[config.mk]
export PLATFORM = sky130hd
export DESIGN_NAME = lsu
export DESIGN_NICKNAME = d
export VERILOG_FILES = /design/src/rtl/lsu_pkg.sv /design/src/rtl/lsu_align.sv /design/src/rtl/lsu.sv
export SDC_FILE = /design/constraint.sdc
export NUM_CORES = 1
export LEC_CHECK = 0
export BUFFER_PORTS_ARGS = -buffer_cell sky130_fd_sc_hd__buf_2
export CAP_MARGIN = 20
export CELL_PAD_IN_SITES_DETAIL_PLACEMENT = 1
export CELL_PAD_IN_SITES_GLOBAL_PLACEMENT = 1
export CORE_MARGIN = 5
export CORE_UTILIZATION = 33
export DETAILED_ROUTE_END_ITERATION = 8
export PLACE_DENSITY = 0.75
export SKIP_LAST_GASP = 1
export SLEW_MARGIN = 15
export SYNTH_ARGS = -nofsm -noshare
export SYNTH_HDL_FRONTEND = slang
export SYNTH_SLANG_ARGS = --single-unit
[constraint.sdc]
create_clock -name clk -period 2.15 [get_ports clk]
set_input_delay 0.43 -clock clk [delete_from_list [all_inputs] [get_ports clk]]
set_output_delay 0.43 -clock clk [all_outputs]
set_load 0.01 [all_outputs]
[src/rtl/lsu_pkg.sv]
// Shared encodings for the load/store unit: memory access codes, FSM states,
// latched request layout and alignment classification helpers.
package lsu_pkg;

   localparam logic       MEM_READ  = 1'b0;
   localparam logic       MEM_WRITE = 1'b1;

   localparam logic [1:0] MEM_BYTE  = 2'b00;
   localparam logic [1:0] MEM_HALF  = 2'b01;
   localparam logic [1:0] MEM_WORD  = 2'b10;
   localparam logic [1:0] MEM_ILL   = 2'b11;

   typedef enum logic [1:0] {
      LSU_IDLE  = 2'd0,
      LSU_BEAT0 = 2'd1,
      LSU_BEAT1 = 2'd2,
      LSU_DONE  = 2'd3
   } lsu_state_e;

   typedef struct packed {
      logic        rw;
      logic [1:0]  size;
      logic        sign;
      logic [1:0]  off;
      logic [31:0] wdata;
   } lsu_req_t;

   function automatic logic is_misaligned(input logic [1:0] size, input logic [1:0] off);
      return (size == MEM_HALF && off[0]) || (size == MEM_WORD && off != 2'b00);
   endfunction

   // Accesses whose last byte lands in the next word.
   function automatic logic is_crossing(input logic [1:0] size, input logic [1:0] off);
      return (size == MEM_HALF && off == 2'b11) || (size == MEM_WORD && off != 2'b00);
   endfunction

endpackage

[src/rtl/lsu_align.sv]
// Lane steering for one bus beat: byte strobes, lane-aligned store data and
// the extracted, extended load value from up to two raw bus words.
module lsu_align
   import lsu_pkg::*;
(
   input  logic        memrw,
   input  logic [1:0]  memword,
   input  logic        memsign,
   input  logic [1:0]  off,
   input  logic [31:0] wdata,
   input  logic        beat,
   input  logic [31:0] word0,
   input  logic [31:0] word1,
   output logic [3:0]  wstrb,
   output logic [31:0] wdata_sh,
   output logic [31:0] rdata_ext
);

   logic [3:0]  size_mask;
   logic [7:0]  strb8;
   logic [63:0] wsh;
   logic [31:0] rsh;

   always_comb begin
      size_mask = 4'b0000;
      case (memword)
         MEM_BYTE: size_mask = 4'b0001;
         MEM_HALF: size_mask = 4'b0011;
         MEM_WORD: size_mask = 4'b1111;
         default:  size_mask = 4'b0000;
      endcase
   end

   // Two-word view: the low word is beat 0, the high word spills into beat 1.
   assign strb8    = {4'b0000, size_mask} << off;
   assign wsh      = {32'b0, wdata} << {off, 3'b000};
   assign rsh      = 32'({word1, word0} >> {off, 3'b000});

   assign wstrb    = (memrw == MEM_READ) ? 4'hF : (beat ? strb8[7:4] : strb8[3:0]);
   assign wdata_sh = beat ? wsh[63:32] : wsh[31:0];

   always_comb begin
      rdata_ext = rsh;
      case (memword)
         MEM_BYTE: rdata_ext = {{24{~memsign & rsh[7]}}, rsh[7:0]};
         MEM_HALF: rdata_ext = {{16{~memsign & rsh[15]}}, rsh[15:0]};
         default:  rdata_ext = rsh;
      endcase
   end

endmodule

[src/rtl/lsu.sv]
// Load/store responder: runs each access as one or two word beats on a
// valid/ready bus and stalls the core until it retires. LSU_MISALIGN_SPLIT_EN
// enables misaligned accesses (split into two beats when they cross a word).
module lsu
   import lsu_pkg::*;
#(
   parameter int ADDR_W      = 32,
   parameter int BUS_TIMEOUT = 0
) (
   input  logic              clk,
   input  logic              rst,
   input  logic              req_valid,
   input  logic              memrw,
   input  logic [1:0]        memword,
   input  logic              memsign,
   input  logic [ADDR_W-1:0] addr,
   input  logic [31:0]       wdata,
   output logic [31:0]       rdata,
   output logic              done,
   output logic              stall,
   output logic              err,
   output logic              bus_valid,
   input  logic              bus_ready,
   output logic              bus_we,
   output logic [ADDR_W-1:0] bus_addr,
   output logic [3:0]        bus_wstrb,
   output logic [31:0]       bus_wdata,
   input  logic [31:0]       bus_rdata
);

   localparam int TW = (BUS_TIMEOUT > 1) ? $clog2(BUS_TIMEOUT) : 1;

   lsu_state_e        state, state_n;
   lsu_req_t          req;
   logic [ADDR_W-1:2] word_addr;
   logic [TW-1:0]     tcnt;
   logic              err_q, err_n;
   logic [31:0]       rdata_q, rdata_n;
   logic              in_beat, beat1, timeout, reject, crossing;
   logic [31:0]       word0, ext;

`ifdef LSU_MISALIGN_SPLIT_EN
   logic [31:0] beat_buf;

   assign reject   = (memword == MEM_ILL);
   assign crossing = is_crossing(req.size, req.off);
   assign word0    = crossing ? beat_buf : bus_rdata;

   always_ff @(posedge clk) begin
      if (rst)
         beat_buf <= '0;
      else if (state == LSU_BEAT0 && bus_ready && crossing)
         beat_buf <= bus_rdata;
   end
`else
   assign reject   = (memword == MEM_ILL) || is_misaligned(memword, addr[1:0]);
   assign crossing = 1'b0;
   assign word0    = bus_rdata;
`endif

   assign in_beat = (state == LSU_BEAT0) || (state == LSU_BEAT1);
   assign beat1   = (state == LSU_BEAT1);
   assign timeout = (BUS_TIMEOUT != 0) && !bus_ready && (tcnt == TW'(BUS_TIMEOUT - 1));

   lsu_align u_align (
      .memrw     (req.rw),
      .memword   (req.size),
      .memsign   (req.sign),
      .off       (req.off),
      .wdata     (req.wdata),
      .beat      (beat1),
      .word0     (word0),
      .word1     (bus_rdata),
      .wstrb     (bus_wstrb),
      .wdata_sh  (bus_wdata),
      .rdata_ext (ext)
   );

   always_comb begin
      state_n = state;
      err_n   = 1'b0;
      rdata_n = rdata_q;
      case (state)
         LSU_IDLE: begin
            if (req_valid) begin
               if (reject) begin
                  state_n = LSU_DONE;
                  err_n   = 1'b1;
                  rdata_n = '0;
               end else begin
                  state_n = LSU_BEAT0;
               end
            end
         end
         LSU_BEAT0, LSU_BEAT1: begin
            if (bus_ready) begin
               if (state == LSU_BEAT0 && crossing) begin
                  state_n = LSU_BEAT1;
               end else begin
                  state_n = LSU_DONE;
                  rdata_n = (req.rw == MEM_READ) ? ext : '0;
               end
            end else if (timeout) begin
               state_n = LSU_DONE;
               err_n   = 1'b1;
               rdata_n = '0;
            end
         end
         LSU_DONE: state_n = LSU_IDLE;
         default:  state_n = LSU_IDLE;
      endcase
   end

   always_ff @(posedge clk) begin
      if (rst) begin
         state     <= LSU_IDLE;
         err_q     <= 1'b0;
         rdata_q   <= '0;
         req       <= '0;
         word_addr <= '0;
         tcnt      <= '0;
      end else begin
         state   <= state_n;
         err_q   <= err_n;
         rdata_q <= rdata_n;
         if (state == LSU_IDLE && req_valid) begin
            req       <= '{rw: memrw, size: memword, sign: memsign, off: addr[1:0], wdata: wdata};
            word_addr <= addr[ADDR_W-1:2];
         end
         // Counts consecutive unanswered cycles of the current beat.
         if (in_beat && !bus_ready)
            tcnt <= tcnt + 1'b1;
         else
            tcnt <= '0;
      end
   end

   assign done      = (state == LSU_DONE);
   assign err       = err_q;
   assign rdata     = rdata_q;
   assign stall     = in_beat || (state == LSU_IDLE && req_valid);
   assign bus_valid = in_beat;
   assign bus_we    = (req.rw == MEM_WRITE);
   assign bus_addr  = {word_addr + (ADDR_W-2)'(beat1), 2'b00};

endmodule

Word-level counts from Yosys, hierarchy flattened
Index checks and enable logic that the tools add are counted.
{ "totals": {"out_inout_bits": 105, "mem_count": 0, "reg_bits": 103, "mem_bits_ro": 0, "latchBits": 0, "in_bits": 104, "elab_cells": 59, "ram_bits": 0} }
{ "classes": {"bitwise": 5, "n_mux": 15, "addsub": 1, "n_reduce_logical": 15, "mul": 0, "shift": 3, "eq_ne": 11, "n_lt_le_gt_ge": 0, "div_mod_pow": 0} }
{ "ops": {"columns": ["cell", "n"], "rows": [
  ["2-to-1 mux 32 bit", 5],
  ["case mux 32 bit (2 select lines)", 2],
  ["<< shifter 32 x 5 -> 64 bit", 1],
  ["right shift 64 x 5 -> 32 bit", 1],
  ["adder 30 x 1 -> 30 bit", 1],
  ["case mux 4 bit (3 select lines)", 1],
  ["equality test 2 bit, second input constant", 5],
  ["2-to-1 mux 4 bit", 2],
  ["<< shifter 4 x 2 -> 8 bit", 1],
  ["equality test 2 x 1 -> 1 bit, second input constant", 3],
  ["2-to-1 mux 2 bit", 3],
  ["!= test 2 bit, second input constant", 3],
  ["case mux 2 bit (3 select lines)", 1],
  ["logical NOT 2 bit", 2],
  ["logical OR 1 bit", 4],
  ["AND reduction 4 bit", 1],
  ["nonzero test 2 bit", 2],
  ["logical AND 1 bit", 3],
  ["inverter 1 bit", 3],
  ["OR reduction 3 bit", 1],
  ["AND 1 bit", 2],
  ["AND reduction 2 bit", 1],
  ["OR reduction 2 bit", 1],
  ["2-to-1 mux 1 bit", 1]
]} }

Longest topological paths before layout
{ "logic_depth": {"depth_word": 7, "depth_mapped": 9} }

Hierarchy
A second synthesis with hierarchy kept.
{ "hier_totals": {"hier_cells": 696, "hier_area_um2": 6123.4} }
{ "by_module_without_submodules": {"columns": ["module", "n_inst", "cells_per_inst", "area_each_um2"], "rows": [
  ["lsu", 1, 481, 4113.9],
  ["lsu_align", 1, 215, 2009.4]
]} }

Worst setup path before layout
OpenSTA, ideal clock, no wires.
{ "synth_path": {"path_kind": "reg-to-output", "from": "register state[0]", "to": "output bus_addr[24]", "n_path_buf": 0, "slack_ps": -165, "path_stages_with_launch": 10, "arrival_time_ps": 1885, "cell_sequence": "dfxtp_1 -> inv_1 -> ha_1 -> ha_1 -> ha_1 -> nand3_1 -> nor2_1 -> nand3_2 -> nor3_1 -> xor2_1"} }
{ "synth_between": {"elab_chain_len": 2} }
{ "synth_lines": {"columns": ["item", "line_no", "text"], "rows": [
  ["start, declared", "lsu.sv:33", "lsu_state_e state, state_n;"],
  ["start signal, assigned", "lsu.sv:123", "state <= state_n;"],
  ["equality test 2 bit", "lsu.sv:62", "assign beat1 = (state == LSU_BEAT1);"],
  ["adder 30 x 1 -> 30 bit", "lsu.sv:144", "assign bus_addr = {word_addr + (ADDR_W-2)'(beat1), 2'b00};"],
  ["end, declared", "lsu.sv:25", "output logic [ADDR_W-1:0] bus_addr,"]
]} }
No other way between the ends.

Worst setup path in the final report
{ "layout_path": {"from": "register state[0]", "to": "output bus_addr[16]"} }
Same word-level chain as after synthesis.

==> impl_metrics.ini <==
[sta]
whs_ns = 0.306
finalHoldViolCount = 0
relSlewSlack_pct = 64.2
finalWorstSetupSlack_ns = -0.445
tightest_slew_ns = 0.536
skew_ns = 0.00563
finalCritPeriodShare_pct = 121
fmax_mhz = 385
rsz0062_at_grt = yes
fin_crit_ns = 2.59
drv_slew = 0
finalSetupViolations = 57

[hold_path]
hold_class = in2reg

[clocking]
cts.sink_count = 103
clock_tree.buffer_depth = 2
cts_root_buf = clkbuf_16
cts_inserted_buffers = 9
htreeDepth = 3
path_clk_slew_ns = 0.08
tritoncts = done
cts_hold_buf = 0
worstSkewPairLatency_ns = 0.35

[power]
powerDensity_nw_per_um2 = 1010
power_leakage_nw = 3.61
ir_drop_mv = 0.458
p_total_mw = 8.62

[logic_synthesis]
synth_cells = 737
synth_area_sq_um = 5920
synthAdderAreaFrac_pct = 2.11
synthMuxAreaShare_pct = 13.3
synth_cell_types = 51
yosysSeqAreaShare_pct = 34.8
syn_avg_cell_area_sq_um = 8.03
synth-xor-area-share_pct = 4.14
async_flop_share_pct = 0
synth_top_family_by_area = simple AND/OR/NAND/NOR gates
synth_compound_area_share_pct = 19.1
synth_ff_type = dfxtp_1
ys_ff_latch = 103
synth_edf_count = 0
synth_warnings = 0
synth-simple-area-share_pct = 21.4

[route]
viasPerCell = 5.20
drt_iter0_drc = 291
drtPass1Iterations = 4
drtAntennaViolNets = 0
num_vias = 6277
wire_per_inst_microns = 18.7
drc = 0
routed_wl_mm = 22.6

[grt]
grt_pass1_vias = 6345
grt_pass1_wl_mm = 34.1
grt-ovfl-total = 0
antenna_found_initial = 0
grt_usage_pct = 20.8
grt_max_degree = 66

[final_layout]
final_nets = 1087
fin_area_sq_um = 8530
area_growth_pct = 44.1
drive_above_1_share_pct = 41.0

[worst_setup_path]
max_stage_delay_ns = 0.33
critical_path.max_fanout = 7
cp_cell_sequence = inv_2 > ha_4 > ha_4 > ha_4 > nand3_4 > nor2_4 > nand3_4 > buf_4 > buf_6 > xnor2_2 > buf_2
setup.worst_path.class = reg2out
start_kind = register
worst-path-buf-inv = 4
end_kind = output pin
critPathMostFrequentCell = ha_4
worstPathRequired_ns = 1.72
cp_top_family = buffers and inverters
worst_ep_arrival_time_ns = 2.16
slowest_stage = dfxtp_2

[floorplanning]
dieHeight_microns = 144
io_pins = 209
core_area_sq_um = 17800
die_w_microns = 144
initial_core_util_pct = 33.3
rows = 49
die-area_sq_um = 20700

[placement]
hpwl_mm = 16.0
gp_congestion = 0.815
placed_cell_area_sq_um = 7510
portBuffers = 206
dp_slack_ns = -0.196

[status]
violations = negative setup slack
status = complete, but fails checks

[flow_run]
maxCapViolations = 0
==> power by group <==
group          total [mW]  leakage [nW]  internal, mW  switching (mW)
Clock                1.74         0.147         0.920           0.823
Sequential           2.61         0.844          2.29           0.320
Combinational        4.27          2.62          1.93            2.34
Total                8.62          3.61          5.14            3.48
==> logic make-up (layout without fill, tap and decap cells) <==
group                      count (synthesis)  count (layout)
adders and majority gates                 10              10
DFF                                      103             103
and+or+nand+nor                          285             285
xor gates and xnor gates                  28              28
muxes                                     60              60
AOI/OAI and AO/OA                        185             185
buffers and inverters                     65             305
other                                      1               3
==> per-layer routing <==
layer	vias up	share of wire (%)	global-route usage (%)
met1	3022	44	27.5
met5	-	0	0
met3	29	5.5	3.89
li1	3065	-	-
met2	161	49	33.9
met4	0	2.1	7.33
==> worst paths after layout <==
path | from | endpoint | slack [ns] | cells past startpoint
worst max-delay path | state[0] | bus_addr[16] | -0.44 | 11
worst min-delay path | addr[29] | word_addr[29] | 0.31 | 3
worst max register to register | req[32] | rdata[28] | -0.03 | 7
worst min register to register | rdata[2] | rdata[2] | 0.45 | 2
==> Yosys cell counts (all sizes together) (2+ instances only) <==
master	count	area, sq um
dfxtp	103	2060
and2	10	62.6
nand4	6	37.5
and3	4	25.0
buf	27	156
nor3	10	61.3
or3b	7	61.3
nor2	35	134
nand2	180	678
o22ai	9	56.3
ha	10	125
a31oi	2	18.8
a32oi	8	70.1
mux4	14	315
a21oi	93	465
nor2b	2	12.5
or2	3	18.8
xnor2	12	105
o21ai	27	135
nand2b	5	31.3
a211oi	16	120
nor4	2	18.8
inv	8	30.0
nand3	17	90.1
xor2	16	140
mux2	8	90.1
mux2i	38	380
clkbuf	30	113
a22o	16	140
o2bb2ai	8	70.1
==> flip-flops by register name (all words and copies together) (netlist names) <==
name,count
bus_we,1
err,1
rdata,32
word_addr,30
req,37
state,2
==> worst reg2reg max path, cell delays in order (launching register included) <==
cell and delay, ns:
dfxtp_4 0.41, buf_4 0.14, buf_4 0.17, mux2_2 0.40, and3_1 0.19, o31a_2 0.43
o21ai_1 0.22, a21oi_1 0.10
==> metrics by stage <==
step / setup TNS [ns] / utilization (%) / std cells
after floorplan: 0 / - / 738
after global placement: -2.44 / 42.3 / 1167
after detailed placement: -3.53 / 42.3 / 1167
after CTS: -13.72 / 46.6 / 1199
after global routing: -16.98 / 47.9 / 1207
final: -11.31 / 48.0 / 1208
==> what timing repair did <==
item / 4_1_cts / 5_1_grt
cloned: 1 / 2
setup buffers: 16 / 10
gates resized for setup: 73 / 30
setup endpoints to repair: 61 / 72
pin swaps: 27 / 14
==> cell type report <==
| class | count | area, sq um |
|---|---|---|
| diodes | 1 | 2.50 |
| clock inverters | 7 | 77.6 |
| clock buffers | 9 | 225 |
| multi-input cells | 570 | 4010 |
| repair buffers | 281 | 1820 |
| inverters | 8 | 30.0 |
| well taps | 229 | 287 |
| fillers | 2202 | 9250 |
| flip-flops and latches | 103 | 2070 |
==> cell usage in the layout, fill, tap and decap left out, drive strengths merged, types with 14 or more instances in the layout <==
cell type and count:
nor2 35, a21oi 93, mux2i 38, dfxtp 103
xor2 16, mux4 14, o21ai 27, nand2 180
nand3 17, a22o 16, buf 278, a211oi 16
Power figures use the tool's default switching activity.
